File: config.mk
export PLATFORM = sky130hd
export DESIGN_NAME = instr_fetch_unit_flat
export DESIGN_NICKNAME = d
export VERILOG_FILES = /design/src/rtl/instr_fetch_unit_pkg.sv /design/src/rtl/instr_fetch_unit_if.sv /design/src/rtl/instr_fetch_unit_branch_predecode.sv /design/src/rtl/instr_fetch_unit.sv /design/src/flat_wrapper.sv
export SDC_FILE = /design/constraint.sdc
export NUM_CORES = 1
export LEC_CHECK = 0
export CAP_MARGIN = 5
export CORE_MARGIN = 2
export CORE_UTILIZATION = 25
export CTS_BUF_LIST = sky130_fd_sc_hd__clkbuf_4
export DETAILED_ROUTE_END_ITERATION = 12
export PLACE_DENSITY_LB_ADDON = 0.12
export SYNTH_ARGS = -nofsm -noshare
export SYNTH_HDL_FRONTEND = slang
export SYNTH_SLANG_ARGS = --single-unit
File: constraint.sdc
create_clock -name CLK -period 3.2 [get_ports CLK]
set_input_delay 0.64 -clock CLK [delete_from_list [all_inputs] [get_ports CLK]]
set_output_delay 0.64 -clock CLK [all_outputs]
set_load 0.05 [all_outputs]
File: src/rtl/instr_fetch_unit_pkg.sv
`default_nettype none
// ============================================================================
// Module : fetch_pkg
// Brief  : Shared fetch-stage FSM state type, B opcode and PC step default.
// Rev    : 1.0
// ============================================================================
package fetch_pkg;

    typedef enum logic [1:0] {
        ST_IDLE   = 2'd0,
        ST_FETCH  = 2'd1,
        ST_HALTED = 2'd2
    } fetch_state_t;

    localparam logic [5:0]  B_OPCODE        = 6'b000101;
    localparam int unsigned PC_STEP_DEFAULT = 4;

endpackage
`default_nettype wire

File: src/rtl/instr_fetch_unit_if.sv
`default_nettype none
// ============================================================================
// Module : instr_fetch_unit_if
// Brief  : Control, instruction-memory and IF/ID signals of the fetch unit.
// Rev    : 1.0
// ============================================================================
interface instr_fetch_unit_if #(
    parameter int unsigned COUNT_W = 32
);
    logic               Start;
    logic [63:0]        StartPC;
    logic               Halt;
    logic [31:0]        IMemData;
    logic               Stall;
    logic               BranchTaken;
    logic [63:0]        BranchTarget;
    logic [63:0]        IMemAddr;
    logic [31:0]        IFID_Instr;
    logic [63:0]        IFID_PC;
    logic               IFID_Valid;
    logic [COUNT_W-1:0] FetchCount;
    logic               Running;

    modport master (
        output Start, StartPC, Halt, IMemData, Stall, BranchTaken, BranchTarget,
        input  IMemAddr, IFID_Instr, IFID_PC, IFID_Valid, FetchCount, Running
    );

    modport slave (
        input  Start, StartPC, Halt, IMemData, Stall, BranchTaken, BranchTarget,
        output IMemAddr, IFID_Instr, IFID_PC, IFID_Valid, FetchCount, Running
    );
endinterface
`default_nettype wire

File: src/rtl/instr_fetch_unit_branch_predecode.sv
`default_nettype none
// ============================================================================
// Module : branch_predecode
// Brief  : Detects unconditional B and computes its PC-relative target.
// Rev    : 1.0
// ============================================================================
module branch_predecode
    import fetch_pkg::*;
(
    input  logic [63:0] pc,
    input  logic [31:0] instr,
    output logic        is_b,
    output logic [63:0] target
);
    logic [63:0] w_offset;

    // imm26 is a word offset: sign-extend then scale to bytes
    assign w_offset = {{36{instr[25]}}, instr[25:0], 2'b00};
    assign is_b     = (instr[31:26] == B_OPCODE);
    assign target   = pc + w_offset;
endmodule
`default_nettype wire

File: src/rtl/instr_fetch_unit.sv
`default_nettype none
// ============================================================================
// Module : instr_fetch_unit
// Brief  : IF stage with IF/ID register; optional static B prediction when
//          STATIC_BRANCH_PREDICT_EN is defined.
// Rev    : 1.0
// ============================================================================
module instr_fetch_unit
    import fetch_pkg::*;
#(
    parameter int unsigned PC_STEP = PC_STEP_DEFAULT,
    parameter int unsigned COUNT_W = 32
) (
    input  logic              CLK,
    input  logic              Reset,
    instr_fetch_unit_if.slave bus
);
    fetch_state_t       r_state;
    logic [63:0]        r_pc;
    logic [31:0]        r_instr;
    logic [63:0]        r_ifid_pc;
    logic               r_valid;
    logic [COUNT_W-1:0] r_count;
    logic               r_running;
    logic [63:0]        w_seq_pc;
    logic [63:0]        w_next_pc;

    assign w_seq_pc = r_pc + 64'(PC_STEP);

`ifdef STATIC_BRANCH_PREDICT_EN
    logic        w_is_b;
    logic [63:0] w_b_target;

    branch_predecode u_predecode (
        .pc     (r_pc),
        .instr  (bus.IMemData),
        .is_b   (w_is_b),
        .target (w_b_target)
    );

    assign w_next_pc = w_is_b ? w_b_target : w_seq_pc;
`else
    assign w_next_pc = w_seq_pc;
`endif

    always_ff @(posedge CLK) begin
        if (Reset) begin
            r_state   <= ST_IDLE;
            r_pc      <= '0;
            r_instr   <= '0;
            r_ifid_pc <= '0;
            r_valid   <= 1'b0;
            r_count   <= '0;
            r_running <= 1'b0;
        end else begin
            unique case (r_state)
                ST_IDLE: begin
                    r_valid <= 1'b0;
                    if (bus.Start) begin
                        r_state   <= ST_FETCH;
                        r_pc      <= bus.StartPC;
                        r_running <= 1'b1;
                    end
                end
                ST_FETCH: begin
                    // Redirect outranks halt, which outranks stall
                    if (bus.BranchTaken) begin
                        r_pc    <= bus.BranchTarget;
                        r_valid <= 1'b0;
                        if (bus.Halt) begin
                            r_state   <= ST_HALTED;
                            r_running <= 1'b0;
                        end
                    end else if (bus.Halt) begin
                        r_state   <= ST_HALTED;
                        r_running <= 1'b0;
                        r_valid   <= 1'b0;
                    end else if (!bus.Stall) begin
                        r_instr   <= bus.IMemData;
                        r_ifid_pc <= r_pc;
                        r_valid   <= 1'b1;
                        r_pc      <= w_next_pc;
                        if (r_count != {COUNT_W{1'b1}}) begin
                            r_count <= r_count + COUNT_W'(1);
                        end
                    end
                end
                ST_HALTED: begin
                    r_valid <= 1'b0;
                    if (bus.Start) begin
                        r_state <= ST_IDLE;
                    end
                end
                default: begin
                    r_state   <= ST_IDLE;
                    r_valid   <= 1'b0;
                    r_running <= 1'b0;
                end
            endcase
        end
    end

    assign bus.IMemAddr   = r_pc;
    assign bus.IFID_Instr = r_instr;
    assign bus.IFID_PC    = r_ifid_pc;
    assign bus.IFID_Valid = r_valid;
    assign bus.FetchCount = r_count;
    assign bus.Running    = r_running;
endmodule
`default_nettype wire

File: src/flat_wrapper.sv
// flat-port wrapper written by rule: the top's interface ports become plain ports
module instr_fetch_unit_flat import fetch_pkg::*;
#(
    parameter int unsigned PC_STEP = PC_STEP_DEFAULT,
    parameter int unsigned COUNT_W = 32
)
  (CLK, Reset, bus_Start, bus_StartPC, bus_Halt, bus_IMemData, bus_Stall, bus_BranchTaken, bus_BranchTarget, bus_IMemAddr, bus_IFID_Instr, bus_IFID_PC, bus_IFID_Valid, bus_FetchCount, bus_Running);
  instr_fetch_unit_if #(.COUNT_W(COUNT_W)) bus_i ();
  input  logic CLK;
  input  logic Reset;
  input wire logic [$bits(bus_i.Start)-1:0] bus_Start;
  input wire logic [$bits(bus_i.StartPC)-1:0] bus_StartPC;
  input wire logic [$bits(bus_i.Halt)-1:0] bus_Halt;
  input wire logic [$bits(bus_i.IMemData)-1:0] bus_IMemData;
  input wire logic [$bits(bus_i.Stall)-1:0] bus_Stall;
  input wire logic [$bits(bus_i.BranchTaken)-1:0] bus_BranchTaken;
  input wire logic [$bits(bus_i.BranchTarget)-1:0] bus_BranchTarget;
  output wire logic [$bits(bus_i.IMemAddr)-1:0] bus_IMemAddr;
  output wire logic [$bits(bus_i.IFID_Instr)-1:0] bus_IFID_Instr;
  output wire logic [$bits(bus_i.IFID_PC)-1:0] bus_IFID_PC;
  output wire logic [$bits(bus_i.IFID_Valid)-1:0] bus_IFID_Valid;
  output wire logic [$bits(bus_i.FetchCount)-1:0] bus_FetchCount;
  output wire logic [$bits(bus_i.Running)-1:0] bus_Running;
  assign bus_i.Start = bus_Start;
  assign bus_i.StartPC = bus_StartPC;
  assign bus_i.Halt = bus_Halt;
  assign bus_i.IMemData = bus_IMemData;
  assign bus_i.Stall = bus_Stall;
  assign bus_i.BranchTaken = bus_BranchTaken;
  assign bus_i.BranchTarget = bus_BranchTarget;
  assign bus_IMemAddr = bus_i.IMemAddr;
  assign bus_IFID_Instr = bus_i.IFID_Instr;
  assign bus_IFID_PC = bus_i.IFID_PC;
  assign bus_IFID_Valid = bus_i.IFID_Valid;
  assign bus_FetchCount = bus_i.FetchCount;
  assign bus_Running = bus_i.Running;
  instr_fetch_unit #(.PC_STEP(PC_STEP), .COUNT_W(COUNT_W)) u_core (.CLK(CLK), .Reset(Reset), .bus(bus_i));
endmodule
==> results.toml, run 1 <==
[clock_tree]
cts_tree = "yes"
cts.htree.levels = 4
cts_root_buf = "clkbuf_4"
cts_max_path_buffers = 2
cts_hold_buf = 0
clkSlewWorstSetupHoldPaths_ns = 0.17
clkLatencyLatePin_ns = 0.70
cts_setup_buffers = 0
clock-sinks = 196
cts_made_buffers = 17
cts_resized = 0

[sta]
finalCritPeriodShare = 0.8840
slew_headroom = 0.5059
finalHoldViolCount = 0
finalCriticalPeriod_ns = 2.829
worstMarginPinSlew_ns = 0.7402
rsz0062_at_grt = "no"
setup_viol = 0
clock_skew_ns = 0.02208
drv_slew = 0
tns_ns = 0
fin_ws_ns = 0.3713
max_freq_ghz = 0.3535

[floorplan]
core.rowCount = 74
die_area_um2 = 42740
io_pins = 360
coreArea_um2 = 40740
die-height_um = 206.7
start_util = 0.2522
die_w_um = 206.7

[finish]
fin_util = 0.3672
syn2layout_area_growth_pct = 45.58
final_layout_size_suffix_gt1_frac = 0.07176
nNetsFinal = 1884

[setup_path]
path_class = "reg -> out"
critPathBufInv = 1
required_ns = 2.56
critPathMaxStageDelay_ns = 0.89
cp_cell_sequence = "clkdlybuf4s50_1"
r2r_slack_ns = 0.63
crit_arrival_ns = 2.19
cp_max_fo = 8
cp-start-kind = "flop"
crit_path_end_kind = "primary output"
crit_family = "buffers and inverters"
critPathSlowestCell = "clkdlybuf4s50_1"

[pwr]
ir_worst_vdd_mv = 0.2109
leakagePower_uw = 0.004823
power.total_uw = 5642
power_density_nw_per_um2 = 377.2

[logic_synthesis]
ys_ff_latch = 196
synthCells = 1393
yosys_warnings = 0
synth_fp_nets = 1561
synth_edf_count = 0
netlist.area_leader.share = 0.3819
netlist_top_cells_area = "dfxtp_1 38%, nand2_1 10%, a21oi_1 10%, clkbuf_1 3.4%, nand4_1 3.3%"
synth_area_um2 = 10270
ys_types = 72
ys_seq_area_frac = 0.3819
syn_area_per_cell_um2 = 7.376
yosysTopAreaCell = "dfxtp_1"
synth_top_cells_by_count = "287 x nand2_1, 205 x a21oi_1, 196 x dfxtp_1, 93 x clkbuf_1, 66 x nand3_1"
synth_ff_type = "dfxtp_1"
yosysMostFrequentCell = "nand2_1"
async_reset_ff_frac = 0

[routing]
wire_per_inst_um = 19.87
vias = 11730
drtIter0Drc = 771
route.detailed.drc = 0
via_per_inst = 5.171
drt_wl_total_um = 45080
dr.pass1.iters = 5
postRouteAntennaNets = 0

[global_routing]
grt_pass1_vias = 10950
grt_pass1_wl_um = 66890
grt_start_max_net_pins = 72
antenna_found_initial = 10
grt_usage = 0.2052
grt_overflow = 0

[placed_design]
place_congestion = 0.8018
io_buffers = 359
dpl_worst_slack_ns = 0.08263
dp_hpwl_um = 32110

[flow_run]
maxCapViolations = 0

[status]
outcome = "completed"

[worst_hold_path]
hold_class = "in -> reg"
-- stage by stage --
step,instances,instance area (um^2),hold slack [ns]
2_1_floorplan,1393,10270,0.5650
3_3_place_gp,2229,14650,0.4417
3_5_place_dp,2229,14650,0.4465
4_1_cts,2260,14940,0.3297
5_1_grt,2267,14950,0.3371
6_report,2269,14960,0.3805
-- cell usage in the layout, fill, tap and decap left out, drive strengths merged, types with 31 or more instances in the layout --
master           n
a21oi          205
buf             61
clkdlybuf4s50  357
dfxtp          196
nand2          287
nand3           66
nand4           55
nor2            64
o21ai           63
or3             31
-- cell type report --
type	instances	area, um^2
sequential	196	3924
tap	532	665.6
inverter	17	63.81
clock inverter	14	162.7
antenna	9	22.52
multi-input combinational	1066	5894
clock buffer	17	127.6
fill	4362	25780
timing repair buffer	418	4098
-- state kept, by name (all words and copies together), names as in the netlist --
name,cells
u_core.bus.IMemAddr,64
u_core.bus.IFID_Instr,32
u_core.r_state,2
u_core.bus.Running,1
u_core.bus.IFID_Valid,1
u_core.bus.FetchCount,32
u_core.bus.IFID_PC,64
-- where the power goes --
| group | total, uW | internal (uW) | leakage, uW | switching (uW) |
|---|---|---|---|---|
| clock | 1500 | 533 | 0.000151 | 965 |
| combinational | 1440 | 578 | 0.00308 | 862 |
| sequential | 2700 | 2540 | 0.00159 | 165 |
| total | 5640 | 3650 | 0.00482 | 1990 |
-- path summary, 6_finish.rpt --
path,startpoint,end,cells after the start
setup / recovery,u_core.bus.IMemAddr[27],bus_IMemAddr[27],1
hold / removal,Reset,u_core.bus.IFID_Instr[6],2
setup reg to reg,u_core.bus.IMemAddr[5],u_core.bus.IMemAddr[53],6
hold reg to reg,u_core.bus.IFID_Instr[11],u_core.bus.IFID_Instr[11],2
-- layer usage --
layer	wire length [um]	share of wire	up-vias	global-route usage
met5	26	0.00058	-	0
met4	741	0.016	4	0.05800
met3	2830	0.063	45	0.05212
met2	21330	0.47	354	0.3313
met1	20150	0.45	5599	0.2708
li1	-	-	5732	-
-- cell families (layout without fill, tap and decap cells) --
group | Yosys count | after routing | share of synthesized area
simple gates | 636 | 636 | 0.3058
flops | 196 | 196 | 0.3819
compound gates | 400 | 400 | 0.2348
fa+ha+maj | 2 | 2 | 0.002435
xor+xnor | 13 | 13 | 0.01108
other cells | 0 | 9 | 0
buf+inv | 131 | 466 | 0.04883
mux | 15 | 15 | 0.01522
(Power assumes the default switching activity.)
==> run 2: changes to the inputs <==
PLACE_DENSITY = 0.49   (was not set)
PLACE_DENSITY_LB_ADDON = not set   (was 0.12)
==> run 2 against run 1 <==
Flip-flop and latch count did not move. Critical path type unchanged. Fmax fell by 0.21%. Clock-buffer cell count rose by 2. Via count rose by 0.95%. Highest routed layer unchanged. Wire length rose by 1.6%.
==> results.toml, run 2 (synthesis results as in run 1) <==
[status]
outcome = "completed"

[floorplan]
die_area_um2 = 42740
die_w_um = 206.7
io_pins = 360
core.rowCount = 74
coreArea_um2 = 40740
die-height_um = 206.7
start_util = 0.2522

[placed_design]
io_buffers = 359
place_congestion = 0.8292
place_inst = 2245
dp_hpwl_um = 32700

[clock_tree]
cts_max_path_buffers = 2
clkSlewWorstSetupHoldPaths_ns = 0.17
cts_setup_buffers = 0
clkLatencyLatePin_ns = 0.69
cts_root_buf = "clkbuf_4"
cts_resized = 0
cts.htree.levels = 4
cts_made_buffers = 17
cts_hold_buf = 0
clock-sinks = 196
cts_tree = "yes"

[global_routing]
grt_start_max_net_pins = 82
grt_pass1_wl_um = 67810
grt_pass1_vias = 11210
grt_overflow = 0
antenna_found_initial = 7
grt_usage = 0.2077

[routing]
vias = 11850
route.detailed.drc = 0
via_per_inst = 5.197
postRouteAntennaNets = 0
drt_wl_total_um = 45800
dr.pass1.iters = 7
wire_per_inst_um = 20.10
drtIter0Drc = 794

[setup_path]
crit_path_end_kind = "primary output"
critPathBufInv = 1
crit_arrival_ns = 2.19
cp_max_fo = 8
cp_cell_sequence = "clkdlybuf4s50_1"
required_ns = 2.56
crit_family = "buffers and inverters"
cp-start-kind = "flop"
worstRegToRegCells = 5
r2r_slack_ns = 0.58
critPathSlowestCell = "clkdlybuf4s50_1"
critPathMaxStageDelay_ns = 0.90
worst-path-stages = 1
path_class = "reg -> out"

[flow_run]
maxCapViolations = 0

[finish]
nNetsFinal = 1900
final_layout_size_suffix_gt1_frac = 0.07975
final_common_cell = "clkdlybuf4s50_1"
layout_common_cells = "357 x clkdlybuf4s50_1, 287 x nand2_1, 205 x a21oi_1"
nFillCells = 4302
syn2layout_area_growth_pct = 47.03
fin_cells = 2279

[pwr]
power_density_nw_per_um2 = 380.0
leakagePower_uw = 0.004918
ir_worst_vdd_mv = 0.2137

[worst_hold_path]
holdPathStages = 2
hold_class = "in -> reg"

[sta]
slew_headroom = 0.5565
worstMarginPinSlew_ns = 0.6624
clock_skew_ns = 0.03698
drv_slew = 0
finalHoldViolCount = 0
finalCriticalPeriod_ns = 2.835
rsz0062_at_grt = "no"
tns_ns = 0
hold_slack_ns = 0.4045
finalCritPeriodShare = 0.8858
max_freq_ghz = 0.3528
setup_viol = 0
==> run 2: cell types whose count changed in the layout (fill, tap and decap cells not counted), moves of 2 or more <==
cell,before,now
buf_4,55,69
diode_2,9,4
clkbuf_4,17,19
buf_12,5,7
clkinv_2,4,2
==> run 2: routing by layer <==
metal | vias up | GRT usage | share of wire
met1 | 5660 | 0.2783 | 0.46
met5 | - | 0 | 0.0011
met4 | 8 | 0.06130 | 0.014
met3 | 37 | 0.04505 | 0.057
li1 | 5742 | - | -
met2 | 398 | 0.3346 | 0.47
==> run 2: worst paths after layout <==
check | endpoint | startpoint
min | u_core.bus.IFID_PC[51] | Reset
max | bus_IMemAddr[2] | u_core.bus.IMemAddr[2]
max reg2reg | u_core.bus.IMemAddr[49] | u_core.bus.IMemAddr[23]
min reg2reg | u_core.bus.IFID_Instr[20] | u_core.bus.IFID_Instr[20]
==> run 2: cell type report <==
type / count / area (um^2) / share of cell area
Multi-Input combinational cell: 1066 / 5897 / 0.3903
Timing Repair Buffer: 434 / 4243 / 0.2809
Sequential cell: 196 / 3924 / 0.2597
Tap cell: 532 / 665.6 / 0.04406
Clock inverter: 11 / 161.4 / 0.01068
Clock buffer: 19 / 142.6 / 0.009442
Inverter: 17 / 63.81 / 0.004224
Antenna cell: 4 / 10.01 / 0.0006626
==> run 2: power breakdown <==
| group | switching, uW | total [uW] | internal, uW | leakage [uW] |
|---|---|---|---|---|
| clock | 939 | 1560 | 622 | 0.000159 |
| combinational | 896 | 1490 | 597 | 0.00317 |
| sequential | 146 | 2690 | 2540 | 0.00159 |
| total | 1980 | 5740 | 3760 | 0.00492 |
==> run 2: per-stage QoR <==
step | worst slack (ns) | total power, uW | area (um^2) | utilization
after detailed placement | 0.07884 | 4233 | 14790 | 0.3631
after global routing | 0.2832 | 6014 | 15100 | 0.3707
after floorplan | 0.6580 | 3501 | 10270 | -
final | 0.3654 | 5740 | 15110 | 0.3708
after CTS | 0.2907 | 5822 | 15100 | 0.3706
after global placement | 0.1064 | 4220 | 14790 | 0.3631
==> run 3: changes to the inputs <==
DONT_BUFFER_PORTS = 1   (was not set)
PLACE_DENSITY = 0.47   (was 0.49)
clock period = 2.8 ns   (was 3.2 ns; I/O delays follow)
==> run 3 against run 2 <==
Sequential share of layout area rose by 4.0 points. Largest power group unchanged. Final area fell by 13%. Final cell count is 7.9% lower. First-iteration DRC count is 2.0% lower. Global-route usage fell by 0.50 points. Wire length decreased by 2.2%. Worst setup slack worse by 0.21 ns. Highest routed layer is now met4. Sequential power is 14% higher. Largest cell class unchanged.
==> results.toml, run 3 (synthesis results as in run 1) <==
[status]
outcome = "completed"

[routing]
drtIter0Drc = 778
wire_per_inst_um = 21.32
postRouteAntennaNets = 0
route.detailed.drc = 0
via_per_inst = 5.379
vias = 11300
drt_wl_total_um = 44770
dr.pass1.iters = 7

[finish]
fin_cells = 2100
nFillCells = 4346
regArea_um2 = 3924
multi_input_area_um2 = 5902
layout_common_cells = "287 x nand2_1, 205 x a21oi_1, 196 x dfxtp_1"
syn2layout_area_growth_pct = 27.27
final_common_cell = "nand2_1"
final_layout_size_suffix_gt1_frac = 0.1316
fin_util = 0.3210
nNetsFinal = 1713

[sta]
slew_headroom = 0.4222
drv_slew = 0
finalHoldViolCount = 0
rsz0062_at_grt = "no"
worstMarginPinSlew_ns = 0.8666
tns_ns = 0
max_freq_ghz = 0.3777
clock_skew_ns = 0.03220
setup_viol = 0
finalCritPeriodShare = 0.9456
finalCriticalPeriod_ns = 2.648

[floorplan]
die_area_um2 = 42740
die-height_um = 206.7
core.rowCount = 74
coreArea_um2 = 40740
die_w_um = 206.7
io_pins = 360
start_util = 0.2522

[flow_run]
maxCapViolations = 0

[worst_hold_path]
hold_start = "bus_BranchTaken"
hold_class = "in -> reg"

[setup_path]
startpoint = "u_core.r_state[0]"
crit_path_end_kind = "flop"
required_ns = 3.53
cp_max_fo = 5
cp-start-kind = "flop"
rr_startpoint = "u_core.r_state[0]"
path_class = "reg -> reg"
crit_arrival_ns = 3.38

[global_routing]
grt_usage = 0.2027
grt_overflow = 0
grt_start_max_net_pins = 151
grt_pass1_wl_um = 65060
grt_pass1_vias = 10640
antenna_found_initial = 7

[clock_tree]
cts_made_buffers = 17
cts_max_path_buffers = 2
clkLatencyLatePin_ns = 0.78
clock-sinks = 196
clkSlewWorstSetupHoldPaths_ns = 0.19
cts_tree = "yes"
cts_root_buf = "clkbuf_4"
cts.htree.levels = 4

[placed_design]
place_congestion = 0.8655
io_buffers = 0
place_inst = 1949
dp_hpwl_um = 30730

[pwr]
leakagePower_uw = 0.004520
power_density_nw_per_um2 = 483.1
ir_worst_vdd_mv = 0.2564
==> run 3: layout make-up <==
cell class | count | area share
timing repair buffer | 247 | 0.1675
antenna | 10 | 0.001914
multi-input combinational | 1066 | 0.4513
tap | 532 | 0.05090
clock inverter | 15 | 0.01359
inverter | 17 | 0.004880
sequential | 196 | 0.3001
clock buffer | 17 | 0.009760
==> run 3: critical path, cell delays in order (launching register included) <==
cell	delay (ns)
dfxtp_1	0.36
or4b_4	0.53
or3_4	0.41
nor4b_4	0.33
buf_4	0.18
nand4_1	0.09
a21oi_1	0.16
dlygate4sd3_1	0.56
==> run 3: path summary, 6_finish.rpt <==
path	endpoint	slack, ns	cells past startpoint
worst max-delay path	u_core.bus.FetchCount[30]	0.15	7
worst min-delay path	u_core.bus.IMemAddr[52]	0.09	4
worst max register to register	u_core.bus.FetchCount[30]	0.15	7
worst min register to register	u_core.bus.IMemAddr[38]	0.51	2
==> run 3: what timing repair did <==
action,in CTS,in global routing
hold buffers,107,0
setup buffers,0,2
gates resized for setup,0,2
endpoints found under the setup margin,0,29
endpoints found under the hold margin,190,0
==> run 3: stage by stage <==
step	power, uW	worst slack [ns]	cell area, um^2	hold WS [ns]
2_1_floorplan	4001	0.2658	10270	0.5650
3_3_place_gp	4386	0.3075	11620	0.4847
3_5_place_dp	4398	0.2998	11620	0.4851
4_1_cts	6397	0.07956	13030	0.0004459
5_1_grt	6609	0.03125	13070	0.03929
6_report	6317	0.1523	13080	0.09124
==> run 3: where the power goes <==
group	leakage (uW)	switching, uW	internal, uW
Combinational	0.00276	974	470
Clock	0.000167	1170	629
Sequential	0.00159	167	2900
Total	0.00452	2320	4000
==> run 3: metal layers <==
layer | vias up | GRT usage | routed length [um]
met1 | 5445 | 0.2534 | 19380
met3 | 52 | 0.06923 | 3653
met4 | 0 | 0.06788 | 905
met5 | - | 0 | 0
li1 | 5392 | - | -
met2 | 407 | 0.3260 | 20840
